<file path="src/rtl/load_store_unit_pkg.sv">
// rtl/load_store_unit_pkg.sv - shared types, data-segment bounds and access checks for the load/store unit
package load_store_unit_pkg;

    localparam logic [63:0] BEGINNING_DATA = 64'h0000_0000_0000_1000;
    localparam logic [63:0] END_DATA       = 64'h0000_0000_0000_1FFF;

    typedef enum logic [1:0] {
        SZ_BYTE  = 2'b00,
        SZ_HALF  = 2'b01,
        SZ_WORD  = 2'b10,
        SZ_DWORD = 2'b11
    } size_e;

    typedef enum logic [2:0] {
        ST_IDLE,
        ST_REQ,
        ST_WAIT,
        ST_FAULT,
        ST_DONE
    } state_e;

    function automatic logic [64:0] size_bytes(size_e size);
        case (size)
            SZ_BYTE: return 65'd1;
            SZ_HALF: return 65'd2;
            SZ_WORD: return 65'd4;
            default: return 65'd8;
        endcase
    endfunction

    // The last-byte sum is 65 bits wide so an address near 2^64 cannot wrap past the range check.
    function automatic logic access_fault(logic [63:0] addr, size_e size);
        logic        misaligned;
        logic [64:0] last;
        case (size)
            SZ_HALF:  misaligned = addr[0];
            SZ_WORD:  misaligned = |addr[1:0];
            SZ_DWORD: misaligned = |addr[2:0];
            default:  misaligned = 1'b0;
        endcase
        last = {1'b0, addr} + size_bytes(size) - 65'd1;
        return misaligned || (addr < BEGINNING_DATA) || (last > {1'b0, END_DATA});
    endfunction

endpackage

</file>
<file path="src/rtl/load_store_unit_if.sv">
// rtl/load_store_unit_if.sv - lane alignment bundle between the sequencer and the byte-lane logic
interface load_store_unit_if;
    import load_store_unit_pkg::*;

    size_e       size;
    logic        sign;
    logic [2:0]  offset;
    logic [63:0] store_data;
    logic [63:0] read_data;
    logic [7:0]  byte_en;
    logic [63:0] write_data;
    logic [63:0] load_data;

    modport master (
        output size, sign, offset, store_data, read_data,
        input  byte_en, write_data, load_data
    );

    modport slave (
        input  size, sign, offset, store_data, read_data,
        output byte_en, write_data, load_data
    );

endinterface

</file>
<file path="src/rtl/lsu_lane_align.sv">
// rtl/lsu_lane_align.sv - byte-enable mask, store lane shift and load extract/extend
module lsu_lane_align
    import load_store_unit_pkg::*;
(
    load_store_unit_if.slave lane
);

    logic [7:0]  mask;
    logic [63:0] keep;
    logic [63:0] extracted;

    always_comb begin
        mask = 8'h00;
        keep = 64'd0;
        case (lane.size)
            SZ_BYTE: begin mask = 8'h01; keep = 64'h0000_0000_0000_00FF; end
            SZ_HALF: begin mask = 8'h03; keep = 64'h0000_0000_0000_FFFF; end
            SZ_WORD: begin mask = 8'h0F; keep = 64'h0000_0000_FFFF_FFFF; end
            default: begin mask = 8'hFF; keep = 64'hFFFF_FFFF_FFFF_FFFF; end
        endcase

        lane.byte_en    = mask << lane.offset;
        lane.write_data = (lane.store_data & keep) << {lane.offset, 3'b000};
        extracted       = lane.read_data >> {lane.offset, 3'b000};

        case (lane.size)
            SZ_BYTE: lane.load_data = lane.sign ? {{56{extracted[7]}}, extracted[7:0]}
                                                : {56'd0, extracted[7:0]};
            SZ_HALF: lane.load_data = lane.sign ? {{48{extracted[15]}}, extracted[15:0]}
                                                : {48'd0, extracted[15:0]};
            SZ_WORD: lane.load_data = lane.sign ? {{32{extracted[31]}}, extracted[31:0]}
                                                : {32'd0, extracted[31:0]};
            default: lane.load_data = extracted;
        endcase
    end

endmodule

</file>
<file path="src/rtl/load_store_unit.sv">
// rtl/load_store_unit.sv - multicycle load/store sequencer in front of DATAMEMORY
module load_store_unit
    import load_store_unit_pkg::*;
#(
    parameter int MEM_LATENCY = 1
) (
    input  logic        iCLK,
    input  logic        iRST_n,
    input  logic        iStart,
    input  logic        iWrite,
    input  logic [1:0]  iSize,
    input  logic        iSigned,
    input  logic [63:0] iAddress,
    input  logic [63:0] iStoreData,
    output logic        oBusy,
    output logic        oDone,
    output logic        oFault,
    output logic [63:0] oLoadData,
    output logic        oMemReadEnable,
    output logic        oMemWriteEnable,
    output logic [7:0]  oMemByteEnable,
    output logic [63:0] oMemAddress,
    output logic [63:0] oMemWriteData,
    input  logic [63:0] iMemReadData
);

    localparam logic [1:0] LAT = 2'(MEM_LATENCY);

    state_e      state_q, state_d;
    logic [1:0]  cnt_q, cnt_d;
    logic        write_q;
    size_e       size_q;
    logic        signed_q;
    logic [63:0] addr_q;
    logic [63:0] sdata_q;
    logic [63:0] load_q;
    logic        accept;
    logic        capture;
    logic        bus_active;

    load_store_unit_if lane ();

    assign lane.size       = size_q;
    assign lane.sign       = signed_q;
    assign lane.offset     = addr_q[2:0];
    assign lane.store_data = sdata_q;
    assign lane.read_data  = iMemReadData;

    lsu_lane_align u_lane_align (
        .lane (lane)
    );

    always_ff @(posedge iCLK) begin
        if (!iRST_n) begin
            state_q  <= ST_IDLE;
            cnt_q    <= 2'd0;
            write_q  <= 1'b0;
            size_q   <= SZ_BYTE;
            signed_q <= 1'b0;
            addr_q   <= 64'd0;
            sdata_q  <= 64'd0;
            load_q   <= 64'd0;
        end else begin
            state_q <= state_d;
            cnt_q   <= cnt_d;
            if (accept) begin
                write_q  <= iWrite;
                size_q   <= size_e'(iSize);
                signed_q <= iSigned;
                addr_q   <= iAddress;
                sdata_q  <= iStoreData;
            end
            if (capture) begin
                load_q <= lane.load_data;
            end
        end
    end

    always_comb begin
        state_d         = state_q;
        cnt_d           = cnt_q;
        accept          = 1'b0;
        capture         = 1'b0;
        oDone           = 1'b0;
        oFault          = 1'b0;
        oMemReadEnable  = 1'b0;
        oMemWriteEnable = 1'b0;

        case (state_q)
            ST_IDLE: begin
                if (iStart) begin
                    accept  = 1'b1;
                    state_d = access_fault(iAddress, size_e'(iSize)) ? ST_FAULT : ST_REQ;
                end
            end
            ST_REQ: begin
                oMemWriteEnable = write_q;
                oMemReadEnable  = !write_q;
                if (write_q) begin
                    state_d = ST_DONE;
                end else begin
                    state_d = ST_WAIT;
                    cnt_d   = LAT;
                end
            end
            ST_WAIT: begin
                // Memory data lines up with the last WAIT cycle, when the counter is 1.
                oMemReadEnable = 1'b1;
                cnt_d          = cnt_q - 2'd1;
                if (cnt_q == 2'd1) begin
                    capture = 1'b1;
                    state_d = ST_DONE;
                end
            end
            ST_FAULT: begin
                oDone   = 1'b1;
                oFault  = 1'b1;
                state_d = ST_IDLE;
            end
            ST_DONE: begin
                oDone   = 1'b1;
                state_d = ST_IDLE;
            end
            default: state_d = ST_IDLE;
        endcase
    end

    assign bus_active     = (state_q == ST_REQ) || (state_q == ST_WAIT);
    assign oBusy          = (state_q != ST_IDLE);
    assign oLoadData      = load_q;
    assign oMemAddress    = bus_active ? {addr_q[63:3], 3'b000} : 64'd0;
    assign oMemByteEnable = bus_active ? lane.byte_en : 8'h00;
    assign oMemWriteData  = (bus_active && write_q) ? lane.write_data : 64'd0;

endmodule

</file>
<file path="config.mk">
export PLATFORM = sky130hd
export DESIGN_NAME = load_store_unit
export DESIGN_NICKNAME = d
export VERILOG_FILES = /design/src/rtl/load_store_unit_pkg.sv /design/src/rtl/load_store_unit_if.sv /design/src/rtl/lsu_lane_align.sv /design/src/rtl/load_store_unit.sv
export SDC_FILE = /design/constraint.sdc
export NUM_CORES = 1
export LEC_CHECK = 0
export ABC_AREA = 1
export BUFFER_PORTS_ARGS = -buffer_cell sky130_fd_sc_hd__buf_2
export CORE_MARGIN = 1.5
export CORE_UTILIZATION = 30
export CTS_CLUSTER_DIAMETER = 200
export DETAILED_ROUTE_END_ITERATION = 8
export GPL_ROUTABILITY_DRIVEN = 0
export SLEW_MARGIN = 0
export SYNTH_ARGS = -nofsm -noshare
export SYNTH_HDL_FRONTEND = slang
export SYNTH_SLANG_ARGS = --single-unit
</file>
<file path="constraint.sdc">
create_clock -name iCLK -period 4.3 [get_ports iCLK]
set_input_delay 0.215 -clock iCLK [delete_from_list [all_inputs] [get_ports iCLK]]
set_output_delay 0.215 -clock iCLK [all_outputs]
set_load 0.03 [all_outputs]
</file>
# Word-level counts from Yosys, hierarchy flattened
# Index checks and enable logic that the tools add are counted.
[totals]
ff_bits = 201
latch_bits = 0
mem_bits_rw = 0
rom_bits = 0
inputBits = 199
output_inout_bits = 205
wordCells = 75
mem_count = 0
[op_classes]
add_sub_neg = 3
mul = 0
div = 0
magnitude_cmp = 2
n_eq_ne = 13
n_shift = 3
n_mux = 30
n_bitwise = 1
n_reduce_logical = 15
[op_table]
columns = ["operator", "count"]
rows = [
  ["$pmux 64 s3", 2],
  ["$mux 64", 5],
  ["$mux 65", 2],
  ["$add 64x65->65", 1],
  ["$gt 65x13->1 const B", 1],
  ["$sub 65x1->65 const B", 1],
  ["$and 64x64->64", 1],
  ["$lt 64x13->1 const B", 1],
  ["$shl 64x6->64", 1],
  ["$shr 64x6->64", 1],
  ["$pmux 8 s3", 1],
  ["$pmux 4 s3", 1],
  ["$mux 1", 9],
  ["$mux 3", 3],
  ["$pmux 3 s3", 1],
  ["$mux 8", 1],
  ["$shl 8x3->8", 1],
  ["$eq 2x1->1 const B", 3],
  ["$eq 2x2->1 const B", 3],
  ["$eq 3x2->1 const B", 2],
  ["$ne 2x2->1 const B", 3],
  ["$logic_not 2->1", 2],
  ["$mux 2", 2],
  ["$pmux 2 s2", 1],
  ["14 further kinds", 18],
]

# Depth between registers and ports, before layout
# Gate-level depths: netlist of the first run.
[logic_depth]
ltp_word = 11
depth_mapped = 28
depth_no_buf = 28

# Modules after synthesis
# A second synthesis of the first run with hierarchy kept.
[hier_totals]
hier_cells = 3401
area_unflattened_um2 = 18973.2
[modules_own_cells]
columns = ["mod", "instances", "cells_each", "area_each_um2", "seq_area_each_um2"]
rows = [
  ["load_store_unit", 1, 2546, 14898.0, 4023.9],
  ["lsu_lane_align", 1, 855, 4075.2, 0.0],
]

# Worst setup path after synthesis of the first run
# Ideal clock, no wire load.
[synth_timing]
path_kind = "input to register"
startpoint = "input iSize[1]"
endpoint = "register state_q[1]"
setup_time_ns = 0.117
arrival_time_ns = 2.446
t_required_ns = 4.183
setup_slack_ns = 1.737
stages = 27
path_buffers = 0
path_cell_list = "inv_1 -> nand2_1 -> ha_1 -> inv_1 -> ha_1 -> inv_1 -> fa_1 -> inv_1 -> nand3_1 -> nand2_1 -> nand2_1 -> nand2_1 -> nand2_1 -> nand2_1 -> nand2_1 -> nand2_1 -> nor2_1 -> nor2_1 -> nand3_1 -> nor2_1 -> nand2_1 -> nor2_1 -> nand3_1 -> o21bai_1 -> nand2_1 -> nand2_1 -> a21oi_1"
[synth_via]
elab_chain_len = 11
word_cells_on_any_way = 18
classes_between = "2 x add/sub; 1 x order compare; 3 x eq/ne; 9 x mux; 3 x reduce/logical"
[synth_rtl]
columns = ["element", "line_no", "source"]
rows = [
  ["from (decl)", "load_store_unit.sv:11", "input logic [1:0] iSize,"],
  ["$eq 2x2->1, or another cell as far along", "load_store_unit_pkg.sv:23, load_store_unit_pkg.sv:35", ""],
  ["$pmux 4 s3", "load_store_unit_pkg.sv:23", "case (size)"],
  ["$mux 65", "load_store_unit.sv:91", "if (iStart) begin"],
  ["$mux 65", "load_store_unit.sv:89", "case (state_q)"],
  ["$add 64x65->65", "load_store_unit_pkg.sv:41", "last = {1'b0, addr} + size_bytes(size) - 65'd1;"],
  ["$sub 65x1->65", "load_store_unit_pkg.sv:41", ""],
  ["$gt 65x13->1", "load_store_unit_pkg.sv:42", "return misaligned || (addr < BEGINNING_DATA) || (last > {1'b0, END_DATA});"],
  ["$logic_or 1x1->1 *", "load_store_unit_pkg.sv:42", ""],
  ["$mux 2 *", "load_store_unit.sv:93", "state_d = access_fault(iAddress, size_e'(iSize)) ? ST_FAULT : ST_REQ;"],
  ["$mux 3 *", "load_store_unit.sv:91", ""],
  ["$pmux 3 s3 *", "load_store_unit.sv:89", ""],
  ["to (signal assigned)", "load_store_unit.sv:64", "state_q <= state_d;"],
  ["to (decl)", "load_store_unit.sv:29", "state_e state_q, state_d;"],
]
# Mark *: on every way between the ends. The rest lies on a longest branch, timed or not. The select of a mux whose other input is x is not followed.
# A chain may end at the register's enable or synchronous reset.

# Final worst setup path of the first run
[layout_timing]
startpoint = "register state_q[1]"
endpoint = "output oMemWriteData[58]"
[layout_via]
elab_chain_len = 4
word_cells_on_any_way = 5
classes_between = "2 x eq/ne; 1 x mux; 2 x reduce/logical"
[layout_rtl]
columns = ["element", "line_no", "source"]
rows = [
  ["$eq 3x1->1 or $eq 3x2->1 (tied branches)", "load_store_unit.sv:128", "assign bus_active = (state_q == ST_REQ) || (state_q == ST_WAIT);"],
  ["$logic_or 1x1->1 *", "load_store_unit.sv:128", ""],
  ["$logic_and 1x1->1 *", "load_store_unit.sv:133", "assign oMemWriteData = (bus_active && write_q) ? lane.write_data : 64'd0;"],
  ["$mux 64 *", "load_store_unit.sv:133", ""],
  ["to (decl)", "load_store_unit.sv:23", "output logic [63:0] oMemWriteData,"],
]
# Mark *: on every way between the ends. The rest lies on a longest branch, timed or not.

==> qor.yml, run 1 <==
timing:
  hold_ws_ps: 15.75
  finalWorstSetupSlack_ps: 634.9
  drv_slew: 0
  tightest_slew_ps: 964.1
  fin_worst_skew_ps: 17.30
  max_slew_margin_pct: 35.57
  fin_tns_setup_ps: 0
  period_minus_slack_ps: 3665
  setup_viol: 0
  fmax_mhz: 272.8
  hold_viol_final: 0
  fin_crit_sh_pct: 85.23
  rsz0062_at_grt: "no"
clock_network:
  cts_tree: "yes"
  htreeDepth: 1
  cts_max_path_buffers: 3
  cts_buffers: 26
  cts_num_sinks: 201
  clock_latency_ps: 580
  cts.clk_slew.worst_paths_ps: 60
  cts_root_buffer: "clkbuf_16"
routing:
  wirelength_um: 74660
  num_vias: 21277
  dr.pass1.iters: 6
  vias_per_cell: 4.970
  final_antenna_net_count: 0
  drt_iter0_drc: 2159
  routedWlPerCell_um: 17.44
  drc_errors: 0
worst_hold_path:
  hold_end: "addr_q[63]$_SDFFE_PN0P_"
  hold_class: "input port to flop"
  holdCritStartpoint: "iAddress[63]"
  holdPathStages: 3
power:
  power_frac_seq_pct: 26.8
  comb_power_share_pct: 49.0
  ir_drop_mv: 0.2904
  p_clk_share_pct: 24.2
  totalPowerFinal_mw: 9.326
  swShare_pct: 48.01
  leakage_nw: 11.52
  power_density_mw_per_mm2: 418.8
  p_sw_mw: 4.478
  intPower_mw: 4.848
synth:
  synth_area_leaders: "dfxtp_1 (23%), nand2_1 (17%), inv_1 (11%)"
  ys.flop_type: "dfxtp_1"
  yosys_warnings: 0
  ys_seq_area_share_pct: 22.74
  netlist-cell-type-count: 47
  synth_most_common_cell: "nand2_1"
  synth_seq_cells: 201
  avgSynthCellArea_um2: 5.751
  synth.top_cells.by_count: "nand2_1 (781), inv_1 (531), nor2_1 (321)"
  syn_area_mm2: 0.01769
  synth_edf_count: 0
  synth.top_cell.area_share_pct: 22.74
  syn_inst: 3077
  async_flop_share_pct: 0
  synth_area_leader_cell: "dfxtp_1"
setup_path:
  r2r-start: "addr_q[0]$_SDFFE_PN0P_"
  start_kind: "flop"
  rr_worst_depth: 16
  cp.required_ps: 4090
  cp-end-kind: "primary output"
  r2r-end: "oLoadData[32]$_SDFFE_PN0P_"
  r2r_slack_ps: 1360
  crit_type: "flop to primary output"
  worstPathArrival_ps: 3450
  crit_fanout: 27
floorplanning:
  core-area_mm2: 0.05803
  dieArea_mm2: 0.06045
  start_util_pct: 30.49
  row_count: 88
  die_w_um: 245.9
  pin_count: 404
  die_h_um: 245.9
global_route:
  grt_overflow: 0
  antenna_found_initial: 1
  grt_pass1_wl_um: 113200
  grt_start_max_net_pins: 142
  grt_pass1_vias: 19635
  grtUsageTotal_pct: 23.72
place:
  port_buffers: 400
  hpwl_um: 58630
  detailedPlace.worstSlack_ps: 1031
final_layout:
  multi_input_area_mm2: 0.01097
  drive_gt1_share_pct: 15.65
  area_delta_synth_final_pct: 25.85
  fin_nets: 3795
  regArea_mm2: 0.004030
  final_core_util_pct: 38.38
  num-fill-cells: 6409
outcome:
  status: "finished, final reports clean"
job:
  cap_violations: 0
==> sequential cells by signal, indices dropped and copies added, names as in the netlist <==
register and flops:
lane.sign 1, lane.store_data 64, write_q 1, addr_q 64, lane.size 2, cnt_q 2
oLoadData 64, state_q 3
==> cells in the final DEF (no fill, tap or decap), types with 9 or more instances in the layout <==
cell,n
o211ai_1,19
o21ai_0,280
nand4_1,13
o221ai_1,12
dfxtp_1,198
o21bai_1,18
nor3_1,19
nor2_1,319
inv_1,531
nand3_1,181
clkinv_2,9
a221oi_1,11
buf_2,399
dlygate4sd3_1,113
a31oi_1,12
clkbuf_16,26
a21oi_1,264
buf_4,23
o221ai_2,20
nand2_1,780
mux2i_1,21
inv_2,29
o22ai_1,20
ha_1,100
nor2_2,17
==> logic make-up after synthesis <==
logic type               share of synthesized area (%)
AO/OA/AOI/OAI                                    22.28
XOR/XNOR                                       0.09901
adder cells (fa/ha/maj)                          7.184
buffers and inverters                            15.42
flip-flops                                       22.74
multiplexers                                     1.188
other                                          0.02119
AND/OR/NAND/NOR                                  31.07
==> power by group through the flow <==
stage          sequential [mW]  clock, mW  combinational [mW]
2_1_floorplan             2.65          0                2.91
3_3_place_gp              2.53          0                4.42
3_5_place_dp              2.54          0                4.42
4_1_cts                   2.50       2.33                4.52
5_1_grt                   2.54       2.40                5.01
6_report                  2.50       2.26                4.57
==> worst max-delay path by stage <==
stage | from | to | cells after the start
after global routing | state_q[1]$_SDFFE_PN0P_ | oMemWriteData[60] | 10
after floorplan | iSize[1] | state_q[1]$_SDFFE_PN0P_ | 27
after global placement | iSize[1] | state_q[1]$_SDFFE_PN0P_ | 26
after CTS | state_q[1]$_SDFFE_PN0P_ | oMemWriteData[58] | 10
final | state_q[1]$_SDFFE_PN0P_ | oMemWriteData[58] | 10
after detailed placement | iSize[1] | state_q[1]$_SDFFE_PN0P_ | 26
==> repair_timing <==
action                                  CTS  global route
hold buffers                            113             0
gates resized for setup                   0             0
buffers inserted                          0             0
endpoints found under the setup margin    0             0
hold endpoints to repair                113             0
==> worst max-delay path, cell delays in order, from the launching register on <==
cell     delay (ps)
dfxtp_1         370
nand2_1         100
nor2_1          260
inv_1           170
nand2_1         200
inv_2            50
nor2_1           80
buf_4           190
nand2_1         580
o21ai_0         580
buf_2           280
==> routing by layer <==
layer,global-route usage (%),part of all wire [%],vias to the layer above,wire length (µm)
li1,-,-,10641,-
met1,31.02,43,9584,31840
met2,40.38,47,912,35050
met3,3.012,7.2,140,5366
met4,7.145,3.2,0,2411
met5,0,0,-,0
==> area by class of cell <==
| cell class | count | area share, % |
|---|---|---|
| Multi-Input combinational cell | 2168 | 49.25 |
| Sequential cell | 201 | 18.10 |
| Timing Repair Buffer | 537 | 15.00 |
| Inverter | 561 | 9.462 |
| Tap cell | 765 | 4.298 |
| Clock buffer | 32 | 3.158 |
| Clock inverter | 16 | 0.7192 |
| Antenna cell | 1 | 0.01124 |
==> metrics by stage <==
| step | instance area (µm²) | cells |
|---|---|---|
| 2_1_floorplan | 17700 | 3079 |
| 3_3_place_gp | 20270 | 4119 |
| 3_5_place_dp | 20270 | 4119 |
| 4_1_cts | 22270 | 4280 |
| 5_1_grt | 22270 | 4281 |
| 6_report | 22270 | 4281 |
Power figures use the tool's default switching activity.
==> inputs of run 2 (changes only) <==
--- a/config.mk
+++ b/config.mk
@@ -5,11 +5,11 @@
 export SDC_FILE = /design/constraint.sdc
 export NUM_CORES = 1
 export LEC_CHECK = 0
-export ABC_AREA = 1
 export BUFFER_PORTS_ARGS = -buffer_cell sky130_fd_sc_hd__buf_2
 export CORE_MARGIN = 1.5
 export CORE_UTILIZATION = 30
 export CTS_CLUSTER_DIAMETER = 200
+export CTS_CLUSTER_SIZE = 30
 export DETAILED_ROUTE_END_ITERATION = 8
 export GPL_ROUTABILITY_DRIVEN = 0
 export SLEW_MARGIN = 0
==> run 2 against run 1 <==
Net effect:
- synthesized cell count fell by 23%
- worst hold slack improved by 20 ps
- non-clock buffer count rose by 38
- cell count fell by 17%
- critical path depth rose by 7
- sequential share of layout area rose by 0.80 points
- first-iteration DRC count fell by 17%
- critical endpoint is now state_q[1]$_SDFFE_PN0P_
- die area fell by 4.1%
- via count fell by 8.9%
- count of clock-buffer cells in the layout fell by 19
==> qor.yml, run 2 <==
clock_network:
  clock_latency_ps: 510  # -70 ps
  cts_num_sinks: 201  # unchanged
  htreeDepth: 1  # unchanged
  cts_buffers: 10  # -62%
  cts_tree: "yes"
  cts_root_buffer: "clkbuf_16"
  cts_max_path_buffers: 3  # unchanged
  cts.clk_slew.worst_paths_ps: 130  # +70 ps
power:
  p_sw_mw: 2.697  # -40%
  totalPowerFinal_mw: 6.230  # -33%
  p_clk_share_pct: 19.0  # -5.2 points
  power_frac_seq_pct: 36.3  # +9.5 points
  swShare_pct: 43.29  # -4.7 points
  comb_power_share_pct: 44.7  # -4.3 points
  intPower_mw: 3.533  # -27%
  power_density_mw_per_mm2: 291.8  # -30%
  leakage_nw: 9.029  # -22%
  ir_drop_mv: 0.2134  # -27%
timing:
  tightest_slew_ps: 1194  # +230.3 ps
  fin_tns_setup_ps: 0  # unchanged
  drv_slew: 0  # unchanged
  fin_crit_sh_pct: 96.06  # +11 points
  setup_viol: 0  # unchanged
  period_minus_slack_ps: 4131  # +465.5 ps
  fin_worst_skew_ps: 23.44  # +6.147 ps
  fmax_mhz: 242.1  # -11%
  rsz0062_at_grt: "no"
  hold_viol_final: 0  # unchanged
  finalWorstSetupSlack_ps: 169.4  # -465.5 ps
  max_slew_margin_pct: 19.29  # -16 points
global_route:
  grt_overflow: 0  # unchanged
  grt_pass1_vias: 17625  # -10%
  grtUsageTotal_pct: 22.88  # -0.85 points
  antenna_found_initial: 6  # +5
  grt_start_max_net_pins: 82  # -42%
  grt_pass1_wl_um: 104500  # -7.8%
routing:
  final_antenna_net_count: 0  # unchanged
  wirelength_um: 70490  # -5.6%
  drt_iter0_drc: 1784  # -17%
  drc_errors: 0  # unchanged
  routedWlPerCell_um: 19.75  # +13%
  dr.pass1.iters: 6  # unchanged
  vias_per_cell: 5.431  # +9.3%
  num_vias: 19384  # -8.9%
final_layout:
  area_delta_synth_final_pct: 25.82  # about the same
  final_core_util_pct: 38.45  # +0.071 points
  final_common_cell: "nand2_1"
  mostFrequentLayoutCells: "nand2_1 (412), buf_2 (398), a21oi_1 (340)"
  drive_gt1_share_pct: 19.79  # +4.1 points
  fin_nets: 3117  # -18%
  num-fill-cells: 5930  # -7.5%
floorplanning:
  start_util_pct: 30.56  # +0.065 points
  die_w_um: 240.8  # -2.0%
  die_h_um: 240.8  # -2.0%
  dieArea_mm2: 0.05799  # -4.1%
  pin_count: 404  # unchanged
  row_count: 86  # -2.3%
  core-area_mm2: 0.05552  # -4.3%
setup_path:
  crit_type: "input port to flop"
  r2r-end: "oLoadData[62]$_SDFFE_PN0P_"
  r2r_slack_ps: 1090  # -270 ps
  cp-end-kind: "flop"
  start_kind: "input port"
  crit_fanout: 3  # -89%
  cp.required_ps: 4700  # +610 ps
  r2r-start: "addr_q[0]$_SDFFE_PN0P_"
  worstPathArrival_ps: 4530  # +1080 ps
  rr_worst_depth: 12  # -4
  crit_start: "iAddress[2]"
  crit_end: "state_q[1]$_SDFFE_PN0P_"
synth:
  netlist-cell-type-count: 93  # +98%
  yosys_warnings: 0  # unchanged
  async_flop_share_pct: 0  # unchanged
  synth.top_cells.by_count: "nand2_1 (413), a21oi_1 (341), dfxtp_1 (201)"
  synthAdderAreaFrac_pct: 7.492  # +0.31 points
  synth.top_cell.area_share_pct: 23.72  # +0.97 points
  syn_inst: 2381  # -23%
  synth_area_leader_cell: "dfxtp_1"
  synth_xor_area_share_pct: 0.7227  # +0.62 points
  synth_compound_area_share_pct: 27.11  # +4.8 points
  ys_seq_area_share_pct: 23.72  # +0.97 points
  syn_area_mm2: 0.01697  # -4.1%
  synth_area_leaders: "dfxtp_1 (24%), a21oi_1 (10%), nand2_1 (9.1%)"
  synth_top_family_by_area: "compound AO/OA/AOI/OAI gates"
  synthMuxAreaShare_pct: 9.490  # +8.3 points
  synth_edf_count: 0  # unchanged
  yosys.area_share.simple_pct: 25.29  # -5.8 points
  synth_most_common_cell: "nand2_1"
  ys.flop_type: "dfxtp_1"
  avgSynthCellArea_um2: 7.126  # +24%
  synth_seq_cells: 201  # unchanged
place:
  port_buffers: 400  # unchanged
  hpwl_um: 53000  # -9.6%
  detailedPlace.worstSlack_ps: 121.5  # -909.3 ps
outcome:
  status: "finished, final reports clean"
worst_hold_path:
  hold_class: "input port to flop"
job:
  cap_violations: 0  # unchanged
## run 2: changes by cell type after synthesis, sizes merged, moves of 81 or more
cell	previous run	this run
inv	561	117
o21ai	283	145
nor2	337	163
nand2	782	413
and2	0	81
nand3	181	40
## run 2: critical path, cell delays in order
cell,delay (ps)
dlygate4sd3_1,570
buf_2,160
inv_1,50
ha_1,320
inv_1,50
ha_1,290
nand3_1,70
a2111oi_0,360
a211oi_1,170
or3_1,500
a21oi_4,170
mux2_2,340
a32o_1,250
a2111oi_2,370
nand4_1,220
nor4_2,320
a21boi_1,90
## run 2: worst min path at each step
stage                                 start                    endpoint  slack [ps]  cells after the start
finish                     iMemReadData[56]  oLoadData[56]$_SDFFE_PN0P_          40                      3
global placement    addr_q[40]$_SDFFE_PN0P_     addr_q[40]$_SDFFE_PN0P_         440                      2
floorplan                      iAddress[10]     addr_q[10]$_SDFFE_PN0P_         350                      2
CTS                        iMemReadData[56]  oLoadData[56]$_SDFFE_PN0P_           1                      3
detailed placement  addr_q[14]$_SDFFE_PN0P_     addr_q[14]$_SDFFE_PN0P_         440                      2
global route               iMemReadData[56]  oLoadData[56]$_SDFFE_PN0P_          10                      3
## run 2: power by group through the flow
stage / sequential [mW] / clock (mW) / combinational, mW
after CTS: 2.26 / 1.25 / 2.76
after global placement: 2.30 / 0 / 2.65
after detailed placement: 2.30 / 0 / 2.65
final: 2.26 / 1.18 / 2.78
after global routing: 2.29 / 1.29 / 3.02
after floorplan: 2.32 / 0 / 1.74
## run 2: kinds of logic (layout without fill, tap and decap cells)
| family | Yosys count | after routing |
|---|---|---|
| and+or+nand+nor | 909 | 909 |
| AOI/OAI and AO/OA | 756 | 756 |
| buffers and inverters | 271 | 707 |
| DFF | 201 | 201 |
| muxes | 128 | 128 |
| adders and majority gates | 101 | 101 |
| xor gates and xnor gates | 14 | 14 |
| other | 1 | 5 |
## run 2: cell type report
class / instances / area (µm²) / share of cell area, %
Antenna cell: 2 / 5.005 / 0.02344
Clock buffer: 13 / 282.8 / 1.325
Clock inverter: 1 / 11.26 / 0.05275
Inverter: 118 / 445.4 / 2.087
Multi-Input combinational cell: 1911 / 11960 / 56.02
Sequential cell: 201 / 4034 / 18.90
Tap cell: 748 / 935.9 / 4.384
Timing Repair Buffer: 575 / 3675 / 17.21
## run 2: per-stage QoR
step	instance area [µm²]	hold slack, ps	instances
6_report	21350	35.89	3569
2_1_floorplan	16980	351.0	2383
3_3_place_gp	19680	437.3	3420
5_1_grt	21350	10.36	3569
3_5_place_dp	19680	442.8	3420
4_1_cts	21310	1.225	3567
## run 2: per-layer routing
metal	routed length (µm)	global-route usage, %	vias to the layer above	share of wire [%]
li1	-	-	9323	-
met1	28940	29.22	8959	41
met2	33380	39.65	961	47
met3	5979	3.340	133	8.5
met4	2143	6.913	8	3.0
met5	49	0	-	0.070
## run 2: timing repair
item                       4_1_cts  5_1_grt
setup buffers                    0        1
hold buffers                   133        0
setup endpoints to repair        0        1
hold endpoints to repair       133        0
gates resized for setup          0        7
==> inputs of run 3 (changes only) <==
--- a/config.mk
+++ b/config.mk
@@ -5,6 +5,7 @@
 export SDC_FILE = /design/constraint.sdc
 export NUM_CORES = 1
 export LEC_CHECK = 0
+export ABC_AREA = 1
 export BUFFER_PORTS_ARGS = -buffer_cell sky130_fd_sc_hd__buf_2
 export CORE_MARGIN = 1.5
 export CORE_UTILIZATION = 30
@@ -12,6 +13,7 @@
 export CTS_CLUSTER_SIZE = 30
 export DETAILED_ROUTE_END_ITERATION = 8
 export GPL_ROUTABILITY_DRIVEN = 0
+export PLACE_DENSITY_LB_ADDON = 0.12
 export SLEW_MARGIN = 0
 export SYNTH_ARGS = -nofsm -noshare
 export SYNTH_HDL_FRONTEND = slang
==> run 3 against run 2 <==
Net effect:
- setup slack better by 600 ps
- combinational power increased by 64%
- register-to-register slack about the same
- die area grew 4.2%
- worst hold slack got worse by 9.8 ps
- cell count up 17%
- critical path type is now flop to primary output
- largest power group unchanged
==> qor.yml, run 3 (same netlist as run 1, synthesis figures left out) <==
outcome:
  status: "finished, final reports clean"
final_layout:
  mostFrequentLayoutCells: "nand2_1 (780), inv_1 (531), buf_2 (399)"
  drive_gt1_share_pct: 15.31  # -4.5 points
  area_delta_synth_final_pct: 19.16
  multi_input_area_mm2: 0.01097  # -8.3%
  num-fill-cells: 6677  # +13%
  final_common_cell: "nand2_1"
  fin_nets: 3722  # +19%
  final_cells: 4190  # +17%
  regArea_mm2: 0.004030  # about the same
power:
  p_clk_share_pct: 14.3  # -4.7 points
  comb_power_share_pct: 55.1  # +10 points
  ir_drop_mv: 0.2587  # +21%
  intPower_mw: 3.993  # +13%
  power_density_mw_per_mm2: 391.0  # +34%
  p_sw_mw: 4.252  # +58%
  swShare_pct: 51.57  # +8.3 points
  power_frac_seq_pct: 30.5  # -5.8 points
  leakage_nw: 10.98  # +22%
global_route:
  grtUsageTotal_pct: 24.99  # +2.1 points
  grt_pass1_vias: 19197  # +8.9%
  grt_start_max_net_pins: 73  # -11%
  antenna_found_initial: 3  # -3
  grt_pass1_wl_um: 116200  # +11%
  grt_overflow: 0  # unchanged
timing:
  max_slew_margin_pct: 36.31  # +17 points
  fin_worst_skew_ps: 27.84  # +4.394 ps
  drv_slew: 0  # unchanged
  tightest_slew_ps: 951.9  # -242.5 ps
  period_minus_slack_ps: 3533  # -597.2 ps
  rsz0062_at_grt: "no"
  setup_viol: 0  # unchanged
  fmax_mhz: 283.0  # +17%
  fin_crit_sh_pct: 82.17  # -14 points
  hold_viol_final: 0  # unchanged
  fin_tns_setup_ps: 0  # unchanged
floorplanning:
  row_count: 88  # +2.3%
  die_h_um: 245.9  # +2.1%
  core-area_mm2: 0.05803  # +4.5%
  start_util_pct: 30.49  # -0.065 points
  dieArea_mm2: 0.06045  # +4.2%
  die_w_um: 245.9  # +2.1%
  pin_count: 404  # unchanged
clock_network:
  cts_max_path_buffers: 3  # unchanged
  cts_root_buffer: "clkbuf_16"
  cts_resized: 0  # unchanged
  htreeDepth: 1  # unchanged
  cts_num_sinks: 201  # unchanged
  postCtsHoldBufs: 49  # -63%
  cts_tree: "yes"
  clock_latency_ps: 510  # about the same
  cts_buffers: 10  # unchanged
  cts.clk_slew.worst_paths_ps: 130  # about the same
  cts_setup_buffers: 0  # unchanged
routing:
  drt_iter0_drc: 1821  # +2.1%
  num_vias: 20510  # +5.8%
  dr.pass1.iters: 8  # +2
  wirelength_um: 78440  # +11%
  drc_errors: 0  # unchanged
  final_antenna_net_count: 0  # unchanged
  routedWlPerCell_um: 18.72  # -5.2%
  vias_per_cell: 4.895  # -9.9%
worst_hold_path:
  hold_class: "input port to flop"
setup_path:
  slowest_stage: "dfxtp_4"
  crit_type: "flop to primary output"
  cp_cell_sequence: "inv_2 -> buf_4 -> o21ai_0 -> nand2_1 -> nand2_1 -> inv_1 -> a211oi_1 -> buf_2"
  cp.required_ps: 4090  # -610 ps
  crit_fanout: 66  # +63
  start_kind: "flop"
  cpLargestDelayFamily: "buffers and inverters"
  worstPathArrival_ps: 3320  # -1210 ps
  cp-end-kind: "primary output"
  crit_path_max_incr_delay_ps: 850  # +280 ps
  crit_buf_inv: 4  # unchanged
  cp_common_cell: "nand2_1"
job:
  cap_violations: 0  # unchanged
place:
  port_buffers: 400  # unchanged
  hpwl_um: 63020  # +19%
  dp.cells: 4126  # +21%
## run 3: changes by cell type in the layout (fill, tap and decap cells not counted), moves of 32 or more
| cell | before | now |
|---|---|---|
| nor2_1 | 162 | 319 |
| a21oi_1 | 340 | 264 |
| nand2b_1 | 34 | 0 |
| nand3_1 | 40 | 181 |
| and2_1 | 79 | 0 |
| mux2_2 | 32 | 0 |
| o21ai_0 | 134 | 280 |
| dlygate4sd3_1 | 131 | 49 |
| nand2_1 | 412 | 780 |
| nor2b_1 | 37 | 0 |
| inv_1 | 113 | 531 |
| mux2i_1 | 72 | 21 |
## run 3: power groups by stage
| stage | Clock [mW] | Combinational, mW | Sequential (mW) |
|---|---|---|---|
| after detailed placement | 0 | 4.49 | 2.56 |
| after CTS | 1.25 | 4.54 | 2.52 |
| after floorplan | 0 | 2.91 | 2.65 |
| after global placement | 0 | 4.51 | 2.56 |
| final | 1.18 | 4.55 | 2.52 |
| after global routing | 1.30 | 5.01 | 2.57 |
## run 3: final timing paths
| kind | startpoint | to | slack (ps) | cells past startpoint |
|---|---|---|---|---|
| min reg2reg | addr_q[25]$_SDFFE_PN0P_ | addr_q[25]$_SDFFE_PN0P_ | 460 | 2 |
| max | addr_q[0]$_SDFFE_PN0P_ | oMemWriteData[61] | 770 | 8 |
| max reg2reg | addr_q[0]$_SDFFE_PN0P_ | oLoadData[38]$_SDFFE_PN0P_ | 1090 | 17 |
| min | iStoreData[30] | lane.store_data[30]$_SDFFE_PN0P_ | 30 | 3 |
## run 3: cell type report
cell class	instances	share of cell area, %
Clock inverter	1	0.05341
Timing Repair Buffer	480	12.94
Multi-Input combinational cell	2168	52.02
Sequential cell	201	19.11
Tap cell	765	4.540
Clock buffer	12	1.323
Antenna cell	2	0.02374
Inverter	561	9.993
## run 3: worst register-to-register path: cells and delay by family (launching register included)
family | cells | cell delay [ps]
AO/OA/AOI/OAI | 4 | 420
buffers and inverters | 6 | 1180
flip-flops | 1 | 850
AND/OR/NAND/NOR | 7 | 700
## run 3: through the flow
stage | utilization (%) | worst slack, ps | power [mW] | hold slack [ps] | area [µm²]
finish | 36.34 | 766.6 | 8.245 | 26.05 | 21090
detailed placement | 34.98 | 1030 | 7.051 | 442.2 | 20300
global placement | 34.98 | 1054 | 7.068 | 443.1 | 20300
CTS | 36.33 | 773.2 | 8.302 | 1.104 | 21080
floorplan | - | 1737 | 5.566 | 382.5 | 17700
global route | 36.34 | 547.3 | 8.873 | 14.19 | 21090
## run 3: routing by layer
| layer | GRT usage (%) | vias up | wire, µm |
|---|---|---|---|
| met5 | 0 | - | 12 |
| met4 | 5.882 | 2 | 1590 |
| met3 | 2.608 | 81 | 4737 |
| met2 | 41.93 | 676 | 36460 |
| met1 | 34.13 | 9293 | 35630 |
| li1 | - | 10458 | - |
